==> src/rtl/idu_pkg.sv <==
// Shared types and constants for the instruction-decode stage.
package idu_pkg;

  typedef enum logic [4:0] {
    ALU_ADD    = 5'd0,
    ALU_SUB    = 5'd1,
    ALU_SLL    = 5'd2,
    ALU_SLT    = 5'd3,
    ALU_SLTU   = 5'd4,
    ALU_XOR    = 5'd5,
    ALU_SRL    = 5'd6,
    ALU_SRA    = 5'd7,
    ALU_OR     = 5'd8,
    ALU_AND    = 5'd9,
    ALU_BEQ    = 5'd10,
    ALU_BNE    = 5'd11,
    ALU_BLT    = 5'd12,
    ALU_BGE    = 5'd13,
    ALU_BLTU   = 5'd14,
    ALU_BGEU   = 5'd15,
    ALU_MUL    = 5'd16,
    ALU_MULH   = 5'd17,
    ALU_MULHSU = 5'd18,
    ALU_MULHU  = 5'd19,
    ALU_DIV    = 5'd20,
    ALU_DIVU   = 5'd21,
    ALU_REM    = 5'd22,
    ALU_REMU   = 5'd23
  } alu_op_t;

  typedef enum logic [1:0] {
    CSR_NONE = 2'd0,
    CSR_RW   = 2'd1,
    CSR_SET  = 2'd2,
    CSR_CLR  = 2'd3
  } csr_op_t;

  // A CSR access without a write shares the NONE code; EXU still sees
  // reg_write and the CSR address in imm.
  localparam csr_op_t CSR_READ = CSR_NONE;

  // Occupancy of the main/skid storage pair.
  typedef enum logic [1:0] {
    OCC_EMPTY = 2'd0,
    OCC_ONE   = 2'd1,
    OCC_TWO   = 2'd2
  } occ_t;

  localparam logic [6:0] OP_LUI    = 7'b0110111;
  localparam logic [6:0] OP_AUIPC  = 7'b0010111;
  localparam logic [6:0] OP_JAL    = 7'b1101111;
  localparam logic [6:0] OP_JALR   = 7'b1100111;
  localparam logic [6:0] OP_BRANCH = 7'b1100011;
  localparam logic [6:0] OP_LOAD   = 7'b0000011;
  localparam logic [6:0] OP_STORE  = 7'b0100011;
  localparam logic [6:0] OP_IMM    = 7'b0010011;
  localparam logic [6:0] OP_REG    = 7'b0110011;
  localparam logic [6:0] OP_SYSTEM = 7'b1110011;

  // Bit positions inside the 10-bit control vector.
  localparam int unsigned CTRL_MEM_READ  = 9;
  localparam int unsigned CTRL_MEM_WRITE = 8;
  localparam int unsigned CTRL_REG_WRITE = 7;
  localparam int unsigned CTRL_ALU_SRC   = 6;
  localparam int unsigned CTRL_MEM_TO_REG = 5;
  localparam int unsigned CTRL_BRANCH    = 4;
  localparam int unsigned CTRL_JAL       = 3;
  localparam int unsigned CTRL_JALR      = 2;
  localparam int unsigned CTRL_AUIPC     = 1;
  localparam int unsigned CTRL_LUI       = 0;

  // Register fields are carried at full 5-bit width; the stage narrows them.
  typedef struct packed {
    logic [4:0]  rs1;
    logic [4:0]  rs2;
    logic [4:0]  rd;
    logic [31:0] imm;
    alu_op_t     alu_op;
    logic [9:0]  ctrl;
    logic [2:0]  funct3;
    csr_op_t     csr_op;
    logic        csr_uimm;
    logic [1:0]  sys;
    logic        illegal;
  } dec_t;

  typedef struct packed {
    logic [31:0] pc;
    dec_t        dec;
  } entry_t;

  // True when a used register field addresses beyond the register file.
  function automatic logic reg_oob(input logic [4:0] r, input int unsigned w);
    return (w < 32'd5) && r[4];
  endfunction

endpackage

==> src/rtl/idu_decode.sv <==
// Purely combinational RV32E/RV32I (+M, +Zicsr) instruction decoder.
module idu_decode
  import idu_pkg::*;
#(
  parameter int unsigned REG_ADDR_W = 4,
  parameter bit          EN_M       = 1'b0,
  parameter bit          EN_ZICSR   = 1'b1
) (
  input  logic [31:0] inst,
  output dec_t        dec
);

  logic [6:0]  opcode;
  logic [4:0]  rd_f;
  logic [2:0]  f3;
  logic [4:0]  rs1_f;
  logic [4:0]  rs2_f;
  logic [6:0]  f7;
  logic [31:0] imm_i;
  logic [31:0] imm_s;
  logic [31:0] imm_b;
  logic [31:0] imm_u;
  logic [31:0] imm_j;

  assign opcode = inst[6:0];
  assign rd_f   = inst[11:7];
  assign f3     = inst[14:12];
  assign rs1_f  = inst[19:15];
  assign rs2_f  = inst[24:20];
  assign f7     = inst[31:25];
  assign imm_i  = {{20{inst[31]}}, inst[31:20]};
  assign imm_s  = {{20{inst[31]}}, inst[31:25], inst[11:7]};
  assign imm_b  = {{19{inst[31]}}, inst[31], inst[7], inst[30:25], inst[11:8], 1'b0};
  assign imm_u  = {inst[31:12], 12'b0};
  assign imm_j  = {{11{inst[31]}}, inst[31], inst[19:12], inst[20], inst[30:21], 1'b0};

  function automatic alu_op_t alu_from_f3(input logic [2:0] f);
    case (f)
      3'b000:  return ALU_ADD;
      3'b001:  return ALU_SLL;
      3'b010:  return ALU_SLT;
      3'b011:  return ALU_SLTU;
      3'b100:  return ALU_XOR;
      3'b101:  return ALU_SRL;
      3'b110:  return ALU_OR;
      default: return ALU_AND;
    endcase
  endfunction

  logic ill;
  logic chk_rs1;
  logic chk_rs2;
  logic chk_rd;

  // Opcode decode; an illegal result collapses the bundle to just the flag.
  always_comb begin
    dec     = '0;
    ill     = 1'b0;
    chk_rs1 = 1'b0;
    chk_rs2 = 1'b0;
    chk_rd  = 1'b0;
    dec.funct3 = f3;
    case (opcode)
      OP_LUI: begin
        dec.rd  = rd_f;
        chk_rd  = 1'b1;
        dec.imm = imm_u;
        dec.ctrl[CTRL_REG_WRITE] = 1'b1;
        dec.ctrl[CTRL_ALU_SRC]   = 1'b1;
        dec.ctrl[CTRL_LUI]       = 1'b1;
      end
      OP_AUIPC: begin
        dec.rd  = rd_f;
        chk_rd  = 1'b1;
        dec.imm = imm_u;
        dec.ctrl[CTRL_REG_WRITE] = 1'b1;
        dec.ctrl[CTRL_ALU_SRC]   = 1'b1;
        dec.ctrl[CTRL_AUIPC]     = 1'b1;
      end
      OP_JAL: begin
        dec.rd  = rd_f;
        chk_rd  = 1'b1;
        dec.imm = imm_j;
        dec.ctrl[CTRL_REG_WRITE] = 1'b1;
        dec.ctrl[CTRL_JAL]       = 1'b1;
      end
      OP_JALR: begin
        dec.rd  = rd_f;
        dec.rs1 = rs1_f;
        chk_rd  = 1'b1;
        chk_rs1 = 1'b1;
        dec.imm = imm_i;
        dec.ctrl[CTRL_REG_WRITE] = 1'b1;
        dec.ctrl[CTRL_ALU_SRC]   = 1'b1;
        dec.ctrl[CTRL_JALR]      = 1'b1;
        if (f3 != 3'b000) ill = 1'b1;
      end
      OP_BRANCH: begin
        dec.rs1 = rs1_f;
        dec.rs2 = rs2_f;
        chk_rs1 = 1'b1;
        chk_rs2 = 1'b1;
        dec.imm = imm_b;
        dec.ctrl[CTRL_BRANCH] = 1'b1;
        case (f3)
          3'b000:  dec.alu_op = ALU_BEQ;
          3'b001:  dec.alu_op = ALU_BNE;
          3'b100:  dec.alu_op = ALU_BLT;
          3'b101:  dec.alu_op = ALU_BGE;
          3'b110:  dec.alu_op = ALU_BLTU;
          3'b111:  dec.alu_op = ALU_BGEU;
          default: ill = 1'b1;
        endcase
      end
      OP_LOAD: begin
        dec.rd  = rd_f;
        dec.rs1 = rs1_f;
        chk_rd  = 1'b1;
        chk_rs1 = 1'b1;
        dec.imm = imm_i;
        dec.ctrl[CTRL_MEM_READ]   = 1'b1;
        dec.ctrl[CTRL_REG_WRITE]  = 1'b1;
        dec.ctrl[CTRL_ALU_SRC]    = 1'b1;
        dec.ctrl[CTRL_MEM_TO_REG] = 1'b1;
        if (f3 == 3'b011 || f3 == 3'b110 || f3 == 3'b111) ill = 1'b1;
      end
      OP_STORE: begin
        dec.rs1 = rs1_f;
        dec.rs2 = rs2_f;
        chk_rs1 = 1'b1;
        chk_rs2 = 1'b1;
        dec.imm = imm_s;
        dec.ctrl[CTRL_MEM_WRITE] = 1'b1;
        dec.ctrl[CTRL_ALU_SRC]   = 1'b1;
        if (f3[2] || f3 == 3'b011) ill = 1'b1;
      end
      OP_IMM: begin
        dec.rd  = rd_f;
        dec.rs1 = rs1_f;
        chk_rd  = 1'b1;
        chk_rs1 = 1'b1;
        dec.imm = imm_i;
        dec.alu_op = alu_from_f3(f3);
        dec.ctrl[CTRL_REG_WRITE] = 1'b1;
        dec.ctrl[CTRL_ALU_SRC]   = 1'b1;
        if (f3 == 3'b001) begin
          dec.imm = {27'b0, inst[24:20]};
          if (f7 != 7'h00) ill = 1'b1;
        end else if (f3 == 3'b101) begin
          dec.imm    = {27'b0, inst[24:20]};
          dec.alu_op = inst[30] ? ALU_SRA : ALU_SRL;
          if (inst[31] || inst[29:25] != 5'b0) ill = 1'b1;
        end
      end
      OP_REG: begin
        dec.rd  = rd_f;
        dec.rs1 = rs1_f;
        dec.rs2 = rs2_f;
        chk_rd  = 1'b1;
        chk_rs1 = 1'b1;
        chk_rs2 = 1'b1;
        dec.ctrl[CTRL_REG_WRITE] = 1'b1;
        case (f7)
          7'h00: dec.alu_op = alu_from_f3(f3);
          7'h20: begin
            if (f3 == 3'b000)      dec.alu_op = ALU_SUB;
            else if (f3 == 3'b101) dec.alu_op = ALU_SRA;
            else                   ill = 1'b1;
          end
          7'h01: begin
            if (EN_M) dec.alu_op = alu_op_t'({2'b10, f3});
            else      ill = 1'b1;
          end
          default: ill = 1'b1;
        endcase
      end
      OP_SYSTEM: begin
        if (f3 == 3'b000) begin
          if (inst[31:20] == 12'h000)      dec.sys = 2'b10;
          else if (inst[31:20] == 12'h001) dec.sys = 2'b01;
          else                             ill = 1'b1;
        end else if (EN_ZICSR && f3 != 3'b100) begin
          dec.rd       = rd_f;
          dec.rs1      = rs1_f;
          chk_rd       = 1'b1;
          chk_rs1      = !f3[2];
          dec.imm      = {20'b0, inst[31:20]};
          dec.csr_uimm = f3[2];
          dec.ctrl[CTRL_REG_WRITE] = 1'b1;
          case (f3[1:0])
            2'b01:   dec.csr_op = CSR_RW;
            2'b10:   dec.csr_op = (rs1_f == 5'd0) ? CSR_READ : CSR_SET;
            default: dec.csr_op = (rs1_f == 5'd0) ? CSR_READ : CSR_CLR;
          endcase
        end else begin
          ill = 1'b1;
        end
      end
      default: ill = 1'b1;
    endcase
    if ((chk_rs1 && reg_oob(rs1_f, REG_ADDR_W)) ||
        (chk_rs2 && reg_oob(rs2_f, REG_ADDR_W)) ||
        (chk_rd  && reg_oob(rd_f,  REG_ADDR_W))) begin
      ill = 1'b1;
    end
    if (ill) begin
      dec         = '0;
      dec.illegal = 1'b1;
    end
  end

endmodule

==> src/rtl/idu_stage.sv <==
// Registered decode stage: decoder feeding a main + skid entry buffer.
module idu_stage
  import idu_pkg::*;
#(
  parameter int unsigned REG_ADDR_W = 4,
  parameter bit          EN_M       = 1'b0,
  parameter bit          EN_ZICSR   = 1'b1
) (
  input  logic                  clk,
  input  logic                  rst_n,
  input  logic                  flush,
  input  logic                  in_valid,
  output logic                  in_ready,
  input  logic [31:0]           in_inst,
  input  logic [31:0]           in_pc,
  output logic                  out_valid,
  input  logic                  out_ready,
  output logic [31:0]           out_pc,
  output logic [REG_ADDR_W-1:0] out_rs1,
  output logic [REG_ADDR_W-1:0] out_rs2,
  output logic [REG_ADDR_W-1:0] out_rd,
  output logic [31:0]           out_imm,
  output logic [4:0]            out_alu_op,
  output logic [9:0]            out_ctrl,
  output logic [2:0]            out_funct3,
  output logic [1:0]            out_csr_op,
  output logic                  out_csr_uimm,
  output logic [1:0]            out_sys,
  output logic                  out_illegal
);

  dec_t   dec_new;
  entry_t new_entry;
  entry_t main_q;
  entry_t skid_q;
  occ_t   occ_q;
  occ_t   occ_d;
  logic   accept;
  logic   drain;
  logic   load_main_new;
  logic   load_main_skid;
  logic   load_skid;

  idu_decode #(
    .REG_ADDR_W (REG_ADDR_W),
    .EN_M       (EN_M),
    .EN_ZICSR   (EN_ZICSR)
  ) u_decode (
    .inst (in_inst),
    .dec  (dec_new)
  );

  assign new_entry = {in_pc, dec_new};

  // Both handshake outputs come straight from the occupancy register.
  assign in_ready  = (occ_q != OCC_TWO);
  assign out_valid = (occ_q != OCC_EMPTY);
  assign accept    = in_valid && in_ready && !flush;
  assign drain     = out_valid && out_ready;

  // Occupancy next-state and data-move selects; flush wins over everything.
  always_comb begin
    occ_d          = occ_q;
    load_main_new  = 1'b0;
    load_main_skid = 1'b0;
    load_skid      = 1'b0;
    if (flush) begin
      occ_d = OCC_EMPTY;
    end else begin
      case (occ_q)
        OCC_EMPTY: begin
          if (accept) begin
            occ_d         = OCC_ONE;
            load_main_new = 1'b1;
          end
        end
        OCC_ONE: begin
          if (accept && drain) begin
            load_main_new = 1'b1;
          end else if (accept) begin
            occ_d     = OCC_TWO;
            load_skid = 1'b1;
          end else if (drain) begin
            occ_d = OCC_EMPTY;
          end
        end
        OCC_TWO: begin
          if (drain) begin
            occ_d          = OCC_ONE;
            load_main_skid = 1'b1;
          end
        end
        default: occ_d = OCC_EMPTY;
      endcase
    end
  end

  // Occupancy register.
  always_ff @(posedge clk or negedge rst_n) begin
    if (!rst_n) occ_q <= OCC_EMPTY;
    else        occ_q <= occ_d;
  end

  // Entry payload registers; cleared on reset and flush so idle outputs read 0.
  always_ff @(posedge clk or negedge rst_n) begin
    if (!rst_n) begin
      main_q <= '0;
      skid_q <= '0;
    end else if (flush) begin
      main_q <= '0;
      skid_q <= '0;
    end else begin
      if (load_main_new)       main_q <= new_entry;
      else if (load_main_skid) main_q <= skid_q;
      if (load_skid)           skid_q <= new_entry;
    end
  end

  // With a 16-entry file the decoder guarantees bit 4 is zero on legal ops.
  logic unused_reg_msb;
  assign unused_reg_msb = ^{main_q.dec.rs1, main_q.dec.rs2, main_q.dec.rd};

  assign out_pc       = main_q.pc;
  assign out_rs1      = main_q.dec.rs1[REG_ADDR_W-1:0];
  assign out_rs2      = main_q.dec.rs2[REG_ADDR_W-1:0];
  assign out_rd       = main_q.dec.rd[REG_ADDR_W-1:0];
  assign out_imm      = main_q.dec.imm;
  assign out_alu_op   = main_q.dec.alu_op;
  assign out_ctrl     = main_q.dec.ctrl;
  assign out_funct3   = main_q.dec.funct3;
  assign out_csr_op   = main_q.dec.csr_op;
  assign out_csr_uimm = main_q.dec.csr_uimm;
  assign out_sys      = main_q.dec.sys;
  assign out_illegal  = main_q.dec.illegal;

endmodule

==> config.mk <==
export PLATFORM = sky130hd
export DESIGN_NAME = idu_stage
export DESIGN_NICKNAME = d
export VERILOG_FILES = /design/src/rtl/idu_pkg.sv /design/src/rtl/idu_decode.sv /design/src/rtl/idu_stage.sv
export SDC_FILE = /design/constraint.sdc
export NUM_CORES = 1
export LEC_CHECK = 0
export ABC_AREA = 1
export CORE_ASPECT_RATIO = 0.75
export CORE_MARGIN = 2
export CORE_UTILIZATION = 54
export DETAILED_ROUTE_END_ITERATION = 8
export HOLD_SLACK_MARGIN = 0.15
export PLACE_DENSITY = 0.81
export SLEW_MARGIN = 30
export SYNTH_ARGS = -nofsm -noshare
export SYNTH_HDL_FRONTEND = slang
export SYNTH_SLANG_ARGS = --single-unit
==> constraint.sdc <==
create_clock -name clk -period 2.26 [get_ports clk]
set_input_delay 0.339 -clock clk [delete_from_list [all_inputs] [get_ports clk]]
set_output_delay 0.339 -clock clk [all_outputs]
set_load 0.02 [all_outputs]
==> qor.yml, run 1 <==
maxSlewViolCount: 0
ant_nets: 0
die_x_um: 165
htree_levels: 4
setup_viol: 0
avgSynthCellArea_sq_um: 7.45
core_sq_mm: 0.0192
r2r_end: "out_funct3[2]"
min_period_ns: 2.15
stdcell_count: 1904
irDropWorstVdd_uv: 388
critPathLaunchType: "input pin"
ys.flop_type: "dfrtp_1"
dr_total_vias: 10546
clock-skew-final_ns: 0.0125
crit_type: "in2reg"
placementRows: 44
die_h_um: 125
viasPerCell: 5.54
io_pins: 171
synth_area_sq_mm: 0.0105
dp_cells: 1866
min_from: "in_pc[23]"
antenna_found_initial: 0
start_util_pct: 54.5
syn_nets: 1480
slowest_delay_ns: 0.47
end_kind: "flip-flop"
fmax_ghz: 0.465
finalNetCount: 1712
clk_latency_ns: 0.44
clockBufferDepth: 2
hold_viol: 0
rsz0062_at_grt: "yes"
overflow: 0
crit_top_cell: "nand2_1"
seq_area_sq_mm: 0.00495
clock-sinks: 198
drive_gt1_share_pct: 14.3
grt_pass1_wl_um: 53100
timing.hold.ws_ns: 0.465
async_reset_ff_share_pct: 100
fill_cells: 1499
min_to: "skid_q[94]"
drc: 0
min_path_cells: 3
cts_tree: "yes"
seq_area_frac_synth_pct: 47.3
clk_pin_slew_ns: 0.09
wl_per_cell_um: 17.2
max_slew.worst_pin.slew_ns: 0.627
crit_chain: "clkdlybuf4s50_1 > nand2_2 > buf_4 > nor2_4 > nand2_1 > inv_2 > nor2_2 > nand3_1 > nand2_1 > nor2_4 > buf_12 > clkbuf_16 > nand3_2 > nand2_1 > nand2_1 > nand2_1"
multi_input_area_sq_mm: 0.00455
grt_max_degree: 130
dp_hpwl_um: 21900
layout_commonest_cell: "nand2_1"
synth_edf_count: 0
cts_root_buffer: "clkbuf_16"
reg2reg_depth: 10
grt_pass1_vias: 10021
die_area_sq_mm: 0.0205
antenna_cells: 0
syn_inst: 1406
max_slew_margin_pct: 58.2
yosysUniqueCellTypes: 30
fin_crit_sh_pct: 95.1
hold_class: "in2reg"
p_per_area_mw_per_mm2: 616
leakagePower_nw: 6.68
cts_buffers: 17
routed_wl_um: 32800
reg2reg_slack_ns: 0.48
port_buffers: 169
path_max_fanout: 16
gp_congestion: 1.01
critPathSlowestCell: "clkdlybuf4s50_1"
cap_violations: 0
syn_to_final_growth_pct: 34.1
status: "finished clean"
first_pass_iters: 8
yosysWarnings: 0
grt_usage_pct: 32.7
worstReg2RegStart: "occ_q[0]"
worstPathRequired_ns: 2.64
ys_ff_latch: 198
layout_common_cells: "nand2_1, dfrtp_1, clkdlybuf4s50_1"
power.total_w: 0.00866
drt_iter0_markers: 1361
critPathArrivalTime_ns: 2.53
timing repair:
action | CTS | global route
pin swaps | 0 | 3
setup endpoints to repair | 2 | 132
hold endpoints to repair | 58 | 0
gates resized for setup | 1 | 27
hold buffers | 1 | 0
gates cloned | 0 | 2
setup buffers | 0 | 3
how the worst max path moves through the flow:
stage / to / cells after the start / startpoint
after CTS: out_funct3[1] / 15 / in_inst[12]
after global routing: out_funct3[1] / 16 / in_inst[1]
after global placement: out_alu_op[3] / 16 / in_inst[13]
after floorplan: out_imm[0] / 16 / in_inst[12]
final: out_imm[11] / 16 / in_inst[1]
after detailed placement: out_csr_op[1] / 15 / in_inst[12]
registers in the layout (all words and copies together) (netlist names), 2 cells and up:
signal	cells
out_imm	32
out_alu_op	4
out_ctrl	9
out_rd	4
skid_q	98
out_rs1	4
out_pc	32
out_csr_op	2
out_sys	2
out_rs2	4
out_funct3	3
occ_q	2
metrics by stage:
stage	setup WS (ns)	area (sq um)	util, %	setup TNS [ns]
after floorplan	0.306	10500	-	0
after global placement	-0.330	13300	69.0	-32.58
after detailed placement	-0.447	13300	69.0	-44.87
after CTS	0.0200	13900	72.2	0
after global routing	-0.0333	14000	73.1	-0.0413
final	0.110	14000	73.1	0
synthesized netlist by cell type (5+ instances only):
master / instances / area (sq um)
nor3_1: 6 / 30.0
buf_6: 8 / 90.1
inv_1: 153 / 574
nand3_2: 30 / 300
buf_2: 13 / 65.1
clkbuf_1: 61 / 229
nand3b_1: 7 / 52.6
nand4_1: 10 / 62.6
o21ai_0: 125 / 626
nand3_1: 74 / 370
nor2_2: 5 / 31.3
a21oi_1: 99 / 495
inv_2: 10 / 37.5
o22ai_1: 65 / 407
nor2_1: 53 / 199
nand2_1: 461 / 1730
ha_1: 5 / 62.6
dfrtp_1: 198 / 4950
cells by family (layout without fill, tap and decap cells):
logic type	after synthesis	in the layout	share of synthesized area, %
AND/OR/NAND/NOR	655	655	27.2
AO/OA/AOI/OAI	294	294	14.9
buffers and inverters	253	498	9.94
flip-flops	198	198	47.3
adder cells (fa/ha/maj)	5	5	0.597
other	1	1	0.0358
per-layer routing:
layer | up-vias | global-route usage, % | share of wire, %
met2 | 446 | 49.5 | 45
li1 | 4985 | - | -
met3 | 65 | 4.70 | 7.0
met4 | 0 | 9.31 | 2.1
met5 | - | 0 | 0
met1 | 5050 | 49.0 | 46
worst max-delay path, delay by kind of cell:
family                 cells  cell delay (ns)
and+or+nand+nor           11             1.06
buffers and inverters      5             1.12
final cells by class:
cell class,instances,area share (%)
inverter,165,4.44
multi-input combinational,955,32.4
clock buffer,18,3.13
timing repair buffer,301,21.3
tap,253,2.25
clock inverter,14,1.23
sequential,198,35.3
report_power, final:
group / internal, W / switching, W
registers: 0.00371 / 0.000102
logic: 0.000705 / 0.00102
clock network: 0.00154 / 0.00158
total: 0.00596 / 0.00270
Note: power is estimated with default switching activity, not from simulation.
==> run 2: changes to the inputs <==
--- a/config.mk
+++ b/config.mk
@@ -5,10 +5,10 @@
 export SDC_FILE = /design/constraint.sdc
 export NUM_CORES = 1
 export LEC_CHECK = 0
-export ABC_AREA = 1
+export ABC_AREA = 0
 export CORE_ASPECT_RATIO = 0.75
 export CORE_MARGIN = 2
-export CORE_UTILIZATION = 54
+export CORE_UTILIZATION = 53
 export DETAILED_ROUTE_END_ITERATION = 8
 export HOLD_SLACK_MARGIN = 0.15
 export PLACE_DENSITY = 0.81
==> qor.yml, run 2 <==
ant_nets: 0  # unchanged
power_frac_seq_pct: 47.0  # was 44.1%
gp_congestion: 0.943  # was 1.01
start_util_pct: 54.2  # was 54.5%
max_slew.worst_pin.slew_ns: 0.615  # was 0.627 ns
grt_max_degree: 65  # was 130
placementRows: 41  # was 44
routed_wl_um: 27500  # was 32800 um
rsz0062_at_grt: "no"  # was yes
dp_hpwl_um: 19200  # was 21900 um
syn_inst: 968  # was 1406
finalNetCount: 1261  # was 1712
leakagePower_nw: 5.17  # was 6.68 nW
wl_per_cell_um: 19.4  # was 17.2 um
fmax_ghz: 0.456  # was 0.465 GHz
grt_usage_pct: 30.6  # was 32.7%
fill_cells: 1219  # was 1499
clock-skew-final_ns: 0.00711  # was 0.0125 ns
cts_tree: "yes"  # unchanged
clk_pin_slew_ns: 0.07  # was 0.09 ns
switching_share_pct: 25.2  # was 31.2%
yosysTopAreaCellShare_pct: 54.3  # was 47.3%
synth.most_common_cell: "dfrtp_1"  # was nand2_1
fin_crit_sh_pct: 97.0  # was 95.1%
layout_commonest_cell: "dfrtp_1"  # was nand2_1
port_buffers: 169  # unchanged
power.total_w: 0.00771  # was 0.00866 W
seq_area_frac_synth_pct: 54.3  # was 47.3%
critPathLaunchType: "input pin"  # unchanged
die_x_um: 156  # was 165 um
crit_type: "in2reg"  # unchanged
syn_nets: 1042  # was 1480
clock-sinks: 198  # unchanged
io_pins: 171  # unchanged
irDropWorstVdd_uv: 507  # was 388 uV
synth_common_cells: "dfrtp_1, nand2_1, o21ai_1, a22oi_1, o21ai_0"  # was nand2_1, dfrtp_1, inv_1, o21ai_0, a21oi_1
dp_cells: 1376  # was 1866
yosys-top-cells-area: "dfrtp_1, a22oi_1, nand2_1"  # was dfrtp_1, nand2_1, o21ai_0
layout_common_cells: "dfrtp_1, nand2_1, clkdlybuf4s50_1"  # was nand2_1, dfrtp_1, clkdlybuf4s50_1
clk_latency_ns: 0.44  # about the same
internal-power_w: 0.00576  # was 0.00596 W
viasPerCell: 5.97  # was 5.54
core_sq_mm: 0.0168  # was 0.0192 sq mm
hold_viol: 0  # unchanged
cts_buffers: 17  # unchanged
regMostFlops: "skid_q"  # unchanged
cap_violations: 0  # unchanged
synth_top_cell_by_area: "dfrtp_1"  # unchanged
status: "finished clean"  # unchanged
critPathBufInv: 2  # was 5
slowest_delay_ns: 0.57  # was 0.47 ns
cts_root_buffer: "clkbuf_16"  # unchanged
critPathSlowestCell: "or4_4"  # was clkdlybuf4s50_1
largest_reg_flops: 98  # unchanged
grt_pass1_wl_um: 44400  # was 53100 um
crit_family: "simple AND/OR/NAND/NOR gates"  # was buffers and inverters
yosysUniqueCellTypes: 52  # was 30
antenna_cells: 0  # unchanged
hold_class: "in2reg"  # unchanged
max_slew_margin_pct: 58.9  # was 58.2%
synth_area_sq_mm: 0.00913  # was 0.0105 sq mm
ys.flop_type: "dfrtp_1"  # unchanged
end_kind: "flip-flop"  # unchanged
clockBufferDepth: 2  # unchanged
avgSynthCellArea_sq_um: 9.43  # was 7.45 sq um
htree_levels: 4  # unchanged
worstPathRequired_ns: 2.62  # was 2.64 ns
setup_viol: 0  # unchanged
async_reset_ff_share_pct: 100  # unchanged
critPathArrivalTime_ns: 2.55  # was 2.53 ns
drt_iter0_markers: 916  # was 1361
setup_tns_ns: 0  # unchanged
p_per_area_mw_per_mm2: 619  # was 616 mW/mm^2
drc: 0  # unchanged
power.clock.fraction_pct: 41.2  # was 36.0%
synth_edf_count: 0  # unchanged
path_max_fanout: 4  # was 16
ys_ff_latch: 198  # unchanged
yosysWarnings: 0  # unchanged
netSwitchingPower_w: 0.00195  # was 0.00270 W
min_period_ns: 2.19  # was 2.15 ns
drive_gt1_share_pct: 15.4  # was 14.3%
stdcell_count: 1415  # was 1904
antenna_found_initial: 0  # unchanged
overflow: 0  # unchanged
syn_to_final_growth_pct: 36.5  # was 34.1%
die_area_sq_mm: 0.0183  # was 0.0205 sq mm
power_frac_comb_pct: 11.9  # was 20.0%
die_h_um: 118  # was 125 um
first_pass_iters: 6  # was 8
dr_total_vias: 8454  # was 10546
maxSlewViolCount: 0  # unchanged
crit_chain: "clkdlybuf4s50_1 > nor2_1 > nand2_2 > o211ai_1 > nand4_1 > buf_4 > or4_4 > o21ai_2"  # was clkdlybuf4s50_1 > nand2_2 > buf_4 > nor2_4 > nand2_1 > inv_2 > nor2_2 > nand3_1 > nand2_1 > nor2_4 > buf_12 > clkbuf_16 > nand3_2 > nand2_1 > nand2_1 > nand2_1
grt_pass1_vias: 8351  # was 10021
[run 2: path summary, 6_finish.rpt]
check                                  end  cells after the start         from  slack [ns]
min in group asynchronous       skid_q[95]                      2        rst_n        0.43
max in group asynchronous       out_imm[9]                      3        rst_n        0.98
worst max register to register  out_rs2[2]                      5     occ_q[1]        0.40
worst min-delay path              occ_q[0]                      2        flush        0.27
worst max-delay path            out_rs2[2]                      8  in_inst[29]        0.07
worst min register to register   out_pc[5]                      2    out_pc[5]        0.48
[run 2: per-layer routing]
layer	vias up	track usage, %	wire length (um)
met5	-	0	0
met4	0	10.3	693
li1	3878	-	-
met2	385	46.1	12800
met1	4134	45.1	12100
met3	57	5.41	1900
[run 2: worst register-to-register path, stage by stage (launching register included)]
cell and delay [ns]:
dfrtp_1 0.41, nor2b_1 0.19, a21oi_1 0.42, o21ai_0 0.32
o21ai_0 0.31, o21ai_2 0.10
[run 2: logic make-up after synthesis]
family | Yosys count | share of synthesized area [%]
compound gates | 372 | 24.9
simple gates | 302 | 15.1
flops | 198 | 54.3
buf+inv | 89 | 4.89
fa+ha+maj | 5 | 0.685
xor+xnor | 1 | 0.0960
other cells | 1 | 0.0411
[run 2: metrics by stage]
stage	area (sq um)	utilization, %	hold slack (ns)	setup WS (ns)
after global routing	12500	74.0	0.277	0.00155
after floorplan	9130	-	0.0434	0.00448
after CTS	12400	73.6	0.263	0.00164
after detailed placement	11700	69.2	0.348	-1.08
final	12500	74.0	0.273	0.0675
after global placement	11700	69.2	0.347	-0.882
[run 2: final cells by class]
type,count,area (sq um),area share [%]
clock inverter,13,168,1.35
timing repair buffer,279,2700,21.7
sequential,198,4950,39.8
inverter,10,40.0,0.321
tap,215,269,2.16
clock buffer,19,443,3.56
multi-input combinational,681,3880,31.2
[run 2: power groups by stage]
stage / Clock (W) / Sequential, W / Combinational, W
floorplan: 0 / 0.00372 / 0.000312
global placement: 0 / 0.00368 / 0.000872
detailed placement: 0 / 0.00369 / 0.000879
CTS: 0.00320 / 0.00362 / 0.000899
global route: 0.00333 / 0.00362 / 0.000986
finish: 0.00317 / 0.00362 / 0.000916
[run 2: what timing repair did]
action | CTS | global route
hold buffers | 1 | 0
pin swaps | 7 | 6
endpoints found under the hold margin | 53 | 0
setup endpoints to repair | 132 | 122
setup buffers | 3 | 3
resized for setup | 40 | 18
==> run 3: changes to the inputs <==
--- a/config.mk
+++ b/config.mk
@@ -11,7 +11,7 @@
 export CORE_UTILIZATION = 53
 export DETAILED_ROUTE_END_ITERATION = 8
 export HOLD_SLACK_MARGIN = 0.15
-export PLACE_DENSITY = 0.81
+export PLACE_DENSITY = 0.9
 export SLEW_MARGIN = 30
 export SYNTH_ARGS = -nofsm -noshare
 export SYNTH_HDL_FRONTEND = slang
==> qor.yml, run 3 (synthesized netlist as in run 2, its figures left out) <==
die_area_sq_mm: 0.0183  # unchanged
layout_common_cells: "dfrtp_1, nand2_1, clkdlybuf4s50_1"  # unchanged
dr_total_vias: 8642  # was 8454
start_util_pct: 54.2  # unchanged
core_sq_mm: 0.0168  # unchanged
cts_root_buffer: "clkbuf_16"  # unchanged
cts_tree: "yes"  # unchanged
drt_iter0_markers: 1011  # was 916
die_h_um: 118  # unchanged
max_slew_margin_pct: 57.5  # was 58.9%
antenna_found_initial: 0  # unchanged
critPathArrivalTime_ns: 2.59  # was 2.55 ns
regMostFlops: "skid_q"  # unchanged
rsz0062_at_grt: "yes"  # was no
io_pins: 171  # unchanged
timing.hold.ws_ns: 0.389  # was 0.273 ns
path_max_fanout: 5  # was 4
maxSlewViolCount: 0  # unchanged
syn_to_final_growth_pct: 35.6  # was 36.5%
crit_type: "in2reg"  # unchanged
wl_per_cell_um: 19.6  # was 19.4 um
grt_pass1_vias: 8555  # was 8351
dp_hpwl_um: 19200  # about the same
routed_wl_um: 27800  # was 27500 um
irDropWorstVdd_uv: 500  # was 507 uV
htree_levels: 4  # unchanged
viasPerCell: 6.10  # was 5.97
worstPathRequired_ns: 2.62  # about the same
setup_viol: 0  # unchanged
antenna_cells: 0  # unchanged
leakagePower_nw: 5.16  # was 5.17 nW
placementRows: 41  # unchanged
finalNetCount: 1262  # was 1261
clock-skew-final_ns: 0.0222  # was 0.00711 ns
fmax_ghz: 0.450  # was 0.456 GHz
port_buffers: 169  # unchanged
cts_buffers: 17  # unchanged
stdcell_count: 1416  # was 1415
hold_class: "in2async"  # was in2reg
power.total_w: 0.00754  # was 0.00771 W
die_x_um: 156  # unchanged
largest_reg_flops: 98  # unchanged
p_per_area_mw_per_mm2: 609  # was 619 mW/mm^2
drive_gt1_share_pct: 15.0  # was 15.4%
clockBufferDepth: 2  # unchanged
setup_tns_ns: 0  # unchanged
first_pass_iters: 6  # unchanged
fin_crit_sh_pct: 98.3  # was 97.0%
layout_commonest_cell: "dfrtp_1"  # unchanged
end_kind: "flip-flop"  # unchanged
min_period_ns: 2.22  # was 2.19 ns
overflow: 0  # unchanged
grt_usage_pct: 30.9  # was 30.6%
grt_pass1_wl_um: 45100  # was 44400 um
clk_pin_slew_ns: 0.08  # was 0.07 ns
hold_viol: 0  # unchanged
drc: 0  # unchanged
clock-sinks: 198  # unchanged
ant_nets: 0  # unchanged
status: "finished clean"  # unchanged
dp_cells: 1380  # was 1376
gp_congestion: 0.971  # was 0.943
cap_violations: 0  # unchanged
clk_latency_ns: 0.45  # was 0.44 ns
grt_max_degree: 65  # unchanged
max_slew.worst_pin.slew_ns: 0.636  # was 0.615 ns
critPathLaunchType: "input pin"  # unchanged
-- run 3: worst paths after layout --
check | startpoint | end | slack [ns] | cells past startpoint
setup / recovery | in_inst[14] | out_rs2[1] | 0.04 | 8
hold / removal | rst_n | skid_q[13] | 0.39 | 2
setup reg to reg | occ_q[0] | out_imm[4] | 0.43 | 6
hold reg to reg | out_pc[30] | out_pc[30] | 0.48 | 2
max in group asynchronous | rst_n | skid_q[0] | 1.22 | 3
min in group clk | in_inst[13] | skid_q[7] | 0.42 | 4
-- run 3: layer usage --
metal / up-vias / GRT usage (%) / part of all wire (%)
li1: 3876 / - / -
met1: 4203 / 45.2 / 42
met2: 478 / 46.1 / 46
met3: 85 / 6.96 / 9.1
met4: 0 / 9.92 / 2.8
met5: - / 0 / 0
-- run 3: timing repair --
| item | in CTS | in global routing |
|---|---|---|
| pin swaps | 3 | 9 |
| hold endpoints to repair | 41 | 0 |
| buffers inserted | 1 | 1 |
| endpoints found under the setup margin | 132 | 92 |
| hold buffers | 2 | 0 |
| resized for setup | 29 | 23 |
-- run 3: area by class of cell --
type / count / area [sq um]
Clock buffer: 18 / 429
Clock inverter: 14 / 161
Fill cell: 1167 / 4450
Inverter: 10 / 40.0
Multi-Input combinational cell: 681 / 3870
Sequential cell: 198 / 4950
Tap cell: 215 / 269
Timing Repair Buffer: 280 / 2650
-- run 3: where the power goes --
group	total, W	internal, W	leakage, nW	switching [W]
Clock	0.00302	0.00149	0.282	0.00153
Combinational	0.000910	0.000381	2.13	0.000529
Sequential	0.00362	0.00359	2.75	0.0000288
-- run 3: worst max-delay path, stage by stage --
cell and delay (ns):
dlygate4sd2_1 0.39, o21ai_1 0.17, a311o_1 0.39, a32oi_1 0.16, nand4_1 0.22, buf_4 0.21, or4_4 0.55, o21ai_1 0.15
-- run 3: through the flow --
step | instance area, sq um | worst slack (ns) | util (%)
after floorplan | 9130 | 0.00448 | -
after global placement | 11600 | -0.801 | 69.2
after detailed placement | 11600 | -0.965 | 69.2
after CTS | 12300 | -0.00158 | 73.1
after global routing | 12400 | -0.0388 | 73.6
final | 12400 | 0.0373 | 73.6
